**src/rtl/multi_way_pkg.sv**
```systemverilog
// Shared constants for the multi-way lamp switch: default channel count,
// debounce length, auto-off timeout and counter widths.
package multi_way_pkg;

  localparam int N_SW_DEF         = 3;
  localparam int DEB_CYC_DEF      = 4;
  localparam int AUTO_OFF_CYC_DEF = 1000;
  localparam int TMR_W            = 20;
  localparam int DEB_CNT_W        = 8;

endpackage

```
**src/rtl/sw_debounce.sv**
```systemverilog
// One switch channel: 2-flop synchroniser, saturating debounce counter and
// the debounced level, plus a strobe marking the cycle the level changes.
module sw_debounce
  import multi_way_pkg::*;
#(
  parameter int DEB_CYC = DEB_CYC_DEF
) (
  input  logic clk,
  input  logic rst_n,
  input  logic x_i,
  output logic stable_o,
  output logic upd_o
);

  localparam logic [DEB_CNT_W-1:0] DEB_LIM = DEB_CNT_W'(DEB_CYC);

  logic                 meta_q, sync_q;
  logic                 stable_q, stable_d;
  logic [DEB_CNT_W-1:0] cnt_q, cnt_d, cnt_inc;

  // Counter restarts on any cycle of agreement and on the cycle it commits.
  always_comb begin
    stable_d = stable_q;
    cnt_d    = '0;
    cnt_inc  = (cnt_q == DEB_LIM) ? cnt_q : cnt_q + DEB_CNT_W'(1);
    if (sync_q != stable_q) begin
      if (cnt_inc == DEB_LIM) begin
        stable_d = sync_q;
      end else begin
        cnt_d = cnt_inc;
      end
    end
  end

  always_ff @(posedge clk) begin
    if (!rst_n) begin
      meta_q   <= 1'b0;
      sync_q   <= 1'b0;
      stable_q <= 1'b0;
      cnt_q    <= '0;
    end else begin
      meta_q   <= x_i;
      sync_q   <= meta_q;
      stable_q <= stable_d;
      cnt_q    <= cnt_d;
    end
  end

  assign stable_o = stable_q;
  assign upd_o    = stable_d ^ stable_q;

endmodule

```
**src/rtl/multi_way_switch.sv**
```systemverilog
// Multi-way lamp switch: any debounced switch flip toggles the lamp.
// Define MULTI_WAY_AUTO_OFF_EN to build in the auto-off timer.
module multi_way_switch
  import multi_way_pkg::*;
#(
  parameter int N_SW         = N_SW_DEF,
  parameter int DEB_CYC      = DEB_CYC_DEF,
  parameter int AUTO_OFF_CYC = AUTO_OFF_CYC_DEF
) (
  input  logic            clk,
  input  logic            rst_n,
  input  logic [N_SW-1:0] x,
  output logic            f,
  output logic            chg,
  output logic [N_SW-1:0] stable,
  output logic            auto_off
);

  if (N_SW < 2 || N_SW > 16 || DEB_CYC < 1 || DEB_CYC > 255 ||
      AUTO_OFF_CYC < 1 || AUTO_OFF_CYC > (1 << TMR_W) - 1) begin : g_bad_param
    $error("multi_way_switch: parameter out of legal range");
  end

  logic [N_SW-1:0] upd;
  logic            tgl;
  logic            f_q, f_d, chg_q;

  for (genvar i = 0; i < N_SW; i++) begin : g_ch
    sw_debounce #(.DEB_CYC(DEB_CYC)) u_deb (
      .clk      (clk),
      .rst_n    (rst_n),
      .x_i      (x[i]),
      .stable_o (stable[i]),
      .upd_o    (upd[i])
    );
  end

  // An even number of simultaneous flips cancels out.
  assign tgl = ^upd;

`ifdef MULTI_WAY_AUTO_OFF_EN
  localparam logic [TMR_W-1:0] TMR_LAST = TMR_W'(AUTO_OFF_CYC - 1);

  logic [TMR_W-1:0] tmr_q, tmr_d;
  logic             ao_q, ao_d;

  // A switch toggle wins over a coincident expiry and suppresses auto_off.
  always_comb begin
    f_d   = f_q;
    ao_d  = 1'b0;
    tmr_d = '0;
    if (tgl) begin
      f_d = ~f_q;
    end else if (f_q && tmr_q == TMR_LAST) begin
      f_d  = 1'b0;
      ao_d = 1'b1;
    end
    if (f_q && f_d == f_q) begin
      tmr_d = tmr_q + TMR_W'(1);
    end
  end

  always_ff @(posedge clk) begin
    if (!rst_n) begin
      tmr_q <= '0;
      ao_q  <= 1'b0;
    end else begin
      tmr_q <= tmr_d;
      ao_q  <= ao_d;
    end
  end

  assign auto_off = ao_q;
`else
  always_comb begin
    f_d = f_q ^ tgl;
  end

  assign auto_off = 1'b0;
`endif

  always_ff @(posedge clk) begin
    if (!rst_n) begin
      f_q   <= 1'b0;
      chg_q <= 1'b0;
    end else begin
      f_q   <= f_d;
      chg_q <= f_d ^ f_q;
    end
  end

  assign f   = f_q;
  assign chg = chg_q;

endmodule
```
**config.mk**
```make
export PLATFORM = sky130hd
export DESIGN_NAME = multi_way_switch
export DESIGN_NICKNAME = d
export VERILOG_FILES = /design/src/rtl/multi_way_pkg.sv /design/src/rtl/sw_debounce.sv /design/src/rtl/multi_way_switch.sv
export SDC_FILE = /design/constraint.sdc
export NUM_CORES = 1
export LEC_CHECK = 0
export CAP_MARGIN = 10
export CORE_ASPECT_RATIO = 0.8
export CORE_MARGIN = 2
export CORE_UTILIZATION = 50
export DETAILED_ROUTE_END_ITERATION = 10
export GPL_TIMING_DRIVEN = 0
export PLACE_DENSITY = 0.69
export SLEW_MARGIN = 5
export SYNTH_ARGS = -nofsm -noshare
export SYNTH_HDL_FRONTEND = slang
export SYNTH_SLANG_ARGS = --single-unit
```
**constraint.sdc**
```tcl
create_clock -name clk -period 3.2 [get_ports clk]
set_input_delay 0.64 -clock clk [delete_from_list [all_inputs] [get_ports clk]]
set_output_delay 0.64 -clock clk [all_outputs]
set_load 0.01 [all_outputs]
```
==> results of run 1 <==
power breakdown:
group / switching, W / internal, W
Sequential: 0.00000252 / 0.000440
Clock: 0.000158 / 0.000149
Combinational: 0.0000136 / 0.0000116
routing by layer:
| layer | track usage [%] | wire [um] | vias up |
|---|---|---|---|
| li1 | - | - | 777 |
| met4 | 6.35 | 44 | 0 |
| met3 | 4.62 | 177 | 7 |
| met1 | 28.4 | 1830 | 661 |
| met2 | 23.1 | 1190 | 31 |
| met5 | 0 | 0 | - |
Yosys cell counts, types with 3 or more instances:
cell and instances:
nand2_1 17, ha_1 6, clkbuf_1 6, nor3b_1 3
xnor2_1 10, nor3_1 3, and3_1 5, buf_4 4
or3_1 3, o21ai_0 4, dfxtp_1 35, nand4_1 3
nor2_1 26, a21oi_1 6, nand3_1 15, inv_1 12
mux2i_1 4, nor2b_1 6, and2_1 10, xor2_1 11
a211oi_1 4
layout by cell type, fill, tap and decap left out, types with 5 or more instances in the layout:
cell / count
nor2b_1: 6
xnor2_1: 10
a21oi_1: 6
and2_1: 10
inv_1: 12
ha_1: 6
xor2_1: 11
clkdlybuf4s50_1: 9
and3_1: 5
nand2_1: 17
nor2_1: 26
clkbuf_8: 5
dfxtp_1: 35
nand3_1: 15
clkbuf_1: 6
final cells by class:
| type | count | share of cell area, % |
|---|---|---|
| plain buffers | 10 | 2.50 |
| clock buffers | 5 | 3.27 |
| clock inverters | 2 | 0.654 |
| inverters | 12 | 2.14 |
| multi-input cells | 164 | 51.3 |
| flip-flops and latches | 35 | 33.3 |
| well taps | 42 | 2.50 |
| repair buffers | 9 | 4.28 |
flip-flops by register name (all words and copies together) (netlist names):
| register | flops |
|---|---|
| chg | 1 |
| g_ch.u_deb.meta_q | 3 |
| g_ch.u_deb.stable_o | 3 |
| g_ch.u_deb.sync_q | 3 |
| f | 1 |
| g_ch.u_deb.cnt_q | 24 |
worst max-delay path, stage by stage, from the launching register on:
cell       delay [ns]
dfxtp_1          0.33
clkbuf_1         0.23
inv_1            0.11
ha_1             0.14
nand4bb_1        0.11
or3_1            0.31
clkbuf_1         0.20
o221a_1          0.17
nor4_1           0.39
and3_1           0.28
xnor3_1          0.22
nor2_1           0.09
worst max-delay path by stage:
stage | startpoint | end | slack [ns] | cells after the start
after CTS | g_ch[2].u_deb.cnt_q[0]$_SDFF_PP0_ | f$_SDFF_PN0_ | 0.58 | 11
after detailed placement | g_ch[2].u_deb.cnt_q[0]$_SDFF_PP0_ | f$_SDFF_PN0_ | 0.60 | 11
after global routing | g_ch[2].u_deb.cnt_q[0]$_SDFF_PP0_ | f$_SDFF_PN0_ | 0.34 | 11
after global placement | g_ch[2].u_deb.cnt_q[0]$_SDFF_PP0_ | f$_SDFF_PN0_ | 0.64 | 11
final | g_ch[2].u_deb.cnt_q[0]$_SDFF_PP0_ | f$_SDFF_PN0_ | 0.57 | 11
after floorplan | g_ch[1].u_deb.cnt_q[0]$_SDFF_PP0_ | f$_SDFF_PN0_ | 0.86 | 9
cell families (layout without fill, tap and decap cells):
logic type	after synthesis	after routing
AOI/OAI and AO/OA	26	26
adders and majority gates	6	6
buffers and inverters	22	38
muxes	4	4
DFF	35	35
xor gates and xnor gates	23	23
other	1	1
and+or+nand+nor	104	104
stage by stage:
stage / instances / cell area, sq um / total power [W] / hold slack [ns]
after floorplan: 221 / 1880 / 0.000468 / 0.412
after global placement: 272 / 2020 / 0.000477 / 0.413
after detailed placement: 272 / 2020 / 0.000478 / 0.420
after CTS: 279 / 2100 / 0.000785 / 0.438
after global routing: 279 / 2100 / 0.000810 / 0.446
final: 279 / 2100 / 0.000775 / 0.434
==> results.txt, run 1 <==
----------------------------------------------------
[STA]
  Min cycle time layout ... 2.63 ns
  Peak Freq ... 381 MHz
  Period utilization ... 82.1%
  Final Skew ... 0.0103 ns
  Measured slew at the worst slew-check pin ... 0.486 ns
  Unrepaired setup endpoints after global routing ... no
  Total count of hold-check failures in the final report ... 0
  Final total negative setup slack ... 0 ns
  Final setup violation count ... 0
  Number of max-slew violations in the final report ... 0
  Worst Slack Setup Final ... 0.574 ns
  Max_slew headroom ... 67.2%

[Yosys]
  Combinational family with the most area after synthesis ... simple AND/OR/NAND/NOR gates
  Yosys warns ... 0
  Simple-gate area share of the yosys netlist ... 29.8%
  Share of synthesized area spent on multiplexers ... 2.13%
  Post-synthesis share of cell area spent on xor and xnor gates ... 11.9%
  Flip-flop cell with the highest count after synthesis ... dfxtp_1
  Adder-cell share of the synthesized area ... 4.00%
  Mapped Cells ... 221
  EDFF count, synth ... 0
  Largest area contributor in the synthesized netlist ... dfxtp_1
  Number of distinct library cells after synthesis ... 47
  Post-synth ARST share ... 0%
  Share of the synthesized area in the top cell type ... 37.3%
  Proportion of synthesized chip area in sequential cells ... 37.3%
  Mean area per synthesized cell ... 8.50 sq um
  Synth Net Count ... 232
  Number of register bits inferred by synthesis ... 35
  Synth Cell Area ... 1880 sq um
  Dominant cells by area after synthesis ... dfxtp_1 37%, nor2_1 5.2%, xor2_1 5.1%, xnor2_1 4.7%, ha_1 4.0%
  Post-synthesis compound-gate area fraction ... 9.53%

[Routing]
  Antenna violation net count after detailed routing ... 0
  Vias per Instance ... 5.29
  Routed wire length per instance ... 11.6 um
  Detailed-route via count ... 1476
  Residual DRC ... 0
  Drt pass-1 iters ... 4
  Total wire length ... 3240 um
  First DRT Iteration DRCs ... 98

[Final layout]
  Flip-flop and latch area ... 701 sq um
  Util after Layout ... 59.8%
  ANT cells ... 0
  Filler cell count ... 318
  Number of nets in the layout ... 248
  Share of final-layout standard cells stronger than drive strength 1 ... 7.17%
  Area growth syn-to-layout ... 12.0%
  Area of the multi-input gates ... 1080 sq um

[Run]
  Total of max-cap violations ... 0

[Clock tree]
  Maximum buffer depth of the clock tree ... 2
  Clock tree root driver cell ... clkbuf_8
  Clock transition time at the flip-flop clock pins of the worst setup and hold paths ... 0.07 ns
  Clock latency reported for the late side of the worst-skew pair ... 0.28 ns
  Post-CTS setup-driven buffer insertion count ... 0
  Maximum level of the CTS H-tree ... 2
  TritonCTS clock tree ... built
  Clock sink count ... 35
  Post-cts resize count ... 0
  CTS Buf Count ... 5
  # hold bufs at CTS ... 0

[Setup path]
  Startpoint types ... flip-flop
  Worst reg2reg startpoint ... g_ch[2].u_deb.cnt_q[0]$_SDFF_PP0_
  Category of the most critical setup path ... flip-flop to flip-flop
  Worst reg-to-reg path cell count ... 11
  Worst Path Max Fanout ... 9
  Endpoint arrival time on the critical path ... 2.85 ns
  CP Data Required Time ... 3.43 ns
  R2R setup slack ... 0.57 ns
  R2R Path End ... f$_SDFF_PN0_
  Worst setup EP type ... flip-flop

[Placed design]
  Quantity of I/O buffers inserted on ports ... 9
  Half-perimeter wire length after placement ... 2440 um
  Setup slack at placement ... 0.604 ns
  Final GP Congestion ... 0.844

[Status]
  Result of the run ... finished, final reports clean

[Floorplan]
  Floorplan die area ... 4270 sq um
  Die width ... 72.5 um
  Number of ports placed on the die boundary ... 11
  DIE HEIGHT ... 58.8 um
  Area of the core ... 3520 sq um
  Number of standard-cell rows in the floorplan ... 19
  Starting density of the core ... 53.4%

[Global routing]
  Antenna violations before repair ... 0
  First-pass GRT wire length ... 5930 um
  Overflow left after global routing ... 0
  Via count of the first global-routing pass ... 1305
  Maximum number of pins on one net before global-route repair ... 12
  Combined global-route utilization of all metal layers ... 18.0%

[Worst hold path]
  Worst hold path class ... flip-flop to flip-flop
  Startpoint of the lowest-slack hold path ... g_ch[2].u_deb.meta_q$_SDFF_PN0_
  Worst hold stages ... 1
  Hold-critical path endpoint ... g_ch[2].u_deb.sync_q$_SDFF_PN0_

[Pwr]
  Maximum VDD drop ... 0.266 mV
  Pleak ... 0.786 nW
  Areal power density over the cells ... 368 nW/um^2

----------------------------------------------------
(Power assumes the default switching activity.)
==> inputs of run 2 (changes only) <==
- PLACE_DENSITY: 0.69 -> 0.71
- clock period: 3.2 -> 2.4 ns (I/O delays scaled with it)
==> run 2 against run 1 <==
Cell count decreased by 1.1%. Largest cell class unchanged. Via count decreased by 1.6%. Cell area increased by 5.7%. Hold slack improved by 0.0035 ns. Global-route usage increased by 0.67 points. Sequential power increased by 33%. Clock-buffer cell count increased by 1. Critical path depth decreased by 2. Maximum frequency increased by 14%. Register-to-register slack got worse by 0.48 ns. Die area unchanged. Clock power increased by 82%.
==> results.txt, run 2 (synthesis gave the netlist of run 1 again) <==
----------------------------------------------------
[Pwr]
  Combinational fraction of design power ... 3.0%
  Internal power ... 0.000938 W
  Clock group share of total power ... 47.2%
  Switching power total ... 0.000245 W
  Areal power density over the cells ... 532 nW/um^2
  Maximum VDD drop ... 0.423 mV
  Pleak ... 0.830 nW
  Share of total power consumed by net switching ... 20.7%
  Register share of total power ... 49.8%

[Clock tree]
  Clock sink count ... 35
  CTS Buf Count ... 5
  Post-CTS setup-driven buffer insertion count ... 0
  Clock tree root driver cell ... clkbuf_8
  Clock transition time at the flip-flop clock pins of the worst setup and hold paths ... 0.08 ns
  Clock latency reported for the late side of the worst-skew pair ... 0.30 ns
  TritonCTS clock tree ... built
  Maximum buffer depth of the clock tree ... 2
  Maximum level of the CTS H-tree ... 2

[Setup path]
  Worst Path Max Fanout ... 5
  Sequence of cells on the critical path ... inv_2 -> ha_1 -> and3b_2 -> a21oi_2 -> a41oi_1 -> or4_4 -> xnor2_4 -> xnor3_1 -> nor2_1
  Endpoint arrival time on the critical path ... 2.55 ns
  Worst reg-to-reg path cell count ... 9
  Worst setup EP type ... flip-flop
  Worst path top cell family by delay ... simple AND/OR/NAND/NOR gates
  CP Data Required Time ... 2.64 ns
  Startpoint types ... flip-flop
  Maximum single-stage delay on the critical path ... 0.48 ns
  Worst reg2reg startpoint ... g_ch[1].u_deb.cnt_q[0]$_SDFF_PP0_
  R2R Path End ... f$_SDFF_PN0_
  Category of the most critical setup path ... flip-flop to flip-flop
  Buffers and inverters on the worst path ... 1
  R2R setup slack ... 0.09 ns
  Critical-path cell with the highest stage delay ... or4_4

[Routing]
  Residual DRC ... 0
  First DRT Iteration DRCs ... 52
  Drt pass-1 iters ... 4
  Detailed-route via count ... 1452
  Total wire length ... 3580 um
  Routed wire length per instance ... 13.0 um
  Vias per Instance ... 5.26
  Antenna violation net count after detailed routing ... 0

[Final layout]
  Most common cell after layout, fill and taps aside ... dfxtp_1
  Share of final-layout standard cells stronger than drive strength 1 ... 15.0%
  Area growth syn-to-layout ... 18.3%
  Post-layout instance area ... 2220 sq um
  ANT cells ... 0
  Number of nets in the layout ... 244
  Reg with most FFs ... g_ch.u_deb.cnt_q
  Max reg flops ... 24
  Most used cells in the layout excluding fill and tap cells ... 31 x dfxtp_1, 26 x nor2_1, 17 x nand2_1
  Filler cell count ... 311
  Util after Layout ... 63.2%

[Floorplan]
  DIE HEIGHT ... 58.8 um
  Number of ports placed on the die boundary ... 11
  Starting density of the core ... 53.4%
  Die width ... 72.5 um
  Area of the core ... 3520 sq um
  Number of standard-cell rows in the floorplan ... 19
  Floorplan die area ... 4270 sq um

[Placed design]
  Setup slack at placement ... -0.0965 ns
  Quantity of I/O buffers inserted on ports ... 9
  Total cell area at the placement stage ... 2020 sq um
  Half-perimeter wire length after placement ... 2440 um
  Final GP Congestion ... 0.851

[Global routing]
  Maximum number of pins on one net before global-route repair ... 12
  Combined global-route utilization of all metal layers ... 18.7%
  Via count of the first global-routing pass ... 1355
  Overflow left after global routing ... 0
  First-pass GRT wire length ... 6010 um
  Antenna violations before repair ... 0

[STA]
  Final setup violation count ... 0
  Period utilization ... 96.2%
  Minimum hold slack ... 0.437 ns
  Final total negative setup slack ... 0 ns
  Peak Freq ... 433 MHz
  Number of max-slew violations in the final report ... 0
  Min cycle time layout ... 2.31 ns
  Worst Slack Setup Final ... 0.0912 ns
  Final Skew ... 0.0103 ns
  Total count of hold-check failures in the final report ... 0

[Worst hold path]
  Hold-critical path endpoint ... g_ch[2].u_deb.sync_q$_SDFF_PN0_
  Worst hold stages ... 1
  Worst hold path class ... flip-flop to flip-flop
  Startpoint of the lowest-slack hold path ... g_ch[2].u_deb.meta_q$_SDFF_PN0_

[Run]
  Total of max-cap violations ... 0

[Status]
  Result of the run ... finished, final reports clean

----------------------------------------------------
==> run 2: cell count changes in the layout (fill, tap and decap cells not counted), sizes merged <==
cell    previous run  this run
clkbuf            11         8
clkinv             2         1
bufinv             0         1
==> run 2: through the flow <==
stage / total power (W) / std cells
floorplan: 0.000624 / 221
finish: 0.00118 / 276
global placement: 0.000637 / 272
detailed placement: 0.000637 / 272
global route: 0.00123 / 276
CTS: 0.00120 / 280
==> run 2: cell type report <==
class | instances | area (sq um) | share of cell area [%]
clock buffer | 6 | 82.6 | 3.72
sequential | 35 | 708 | 31.9
timing repair buffer | 9 | 90.1 | 4.05
tap | 42 | 52.6 | 2.36
clock inverter | 2 | 35.0 | 1.58
inverter | 12 | 45.0 | 2.03
buffer | 6 | 38.8 | 1.75
multi-input combinational | 164 | 1170 | 52.6
==> run 2: worst max path at each step <==
| stage | startpoint | end | slack, ns | cells after the start |
|---|---|---|---|---|
| finish | g_ch[1].u_deb.cnt_q[0]$_SDFF_PP0_ | f$_SDFF_PN0_ | 0.09 | 9 |
| detailed placement | g_ch[2].u_deb.cnt_q[0]$_SDFF_PP0_ | f$_SDFF_PN0_ | -0.1 | 11 |
| global placement | g_ch[2].u_deb.cnt_q[0]$_SDFF_PP0_ | f$_SDFF_PN0_ | -0.09 | 11 |
| CTS | g_ch[2].u_deb.cnt_q[0]$_SDFF_PP0_ | f$_SDFF_PN0_ | 0.006 | 11 |
| floorplan | g_ch[1].u_deb.cnt_q[0]$_SDFF_PP0_ | f$_SDFF_PN0_ | 0.06 | 9 |
| global route | g_ch[0].u_deb.cnt_q[0]$_SDFF_PP0_ | f$_SDFF_PN0_ | -0.004 | 9 |
==> run 2: timing repair <==
action                     4_1_cts  5_1_grt
gates cloned                     0        0
resized for setup                6       18
setup endpoints to repair        4        8
hold buffers                     0        0
pin swaps                        2        3
==> run 2: routing by layer <==
| metal | share of wire, % | GRT usage, % |
|---|---|---|
| met1 | 53 | 25.6 |
| met2 | 41 | 26.6 |
| met5 | 0 | 0 |
| met3 | 3.7 | 6.68 |
| met4 | 1.6 | 7.94 |
==> run 2: power by group through the flow <==
stage / registers, W / clock network (W) / logic [W]
2_1_floorplan: 0.000603 / 0 / 0.0000210
3_3_place_gp: 0.000603 / 0 / 0.0000332
3_5_place_dp: 0.000603 / 0 / 0.0000332
4_1_cts: 0.000590 / 0.000571 / 0.0000339
5_1_grt: 0.000590 / 0.000596 / 0.0000395
6_report: 0.000590 / 0.000558 / 0.0000352
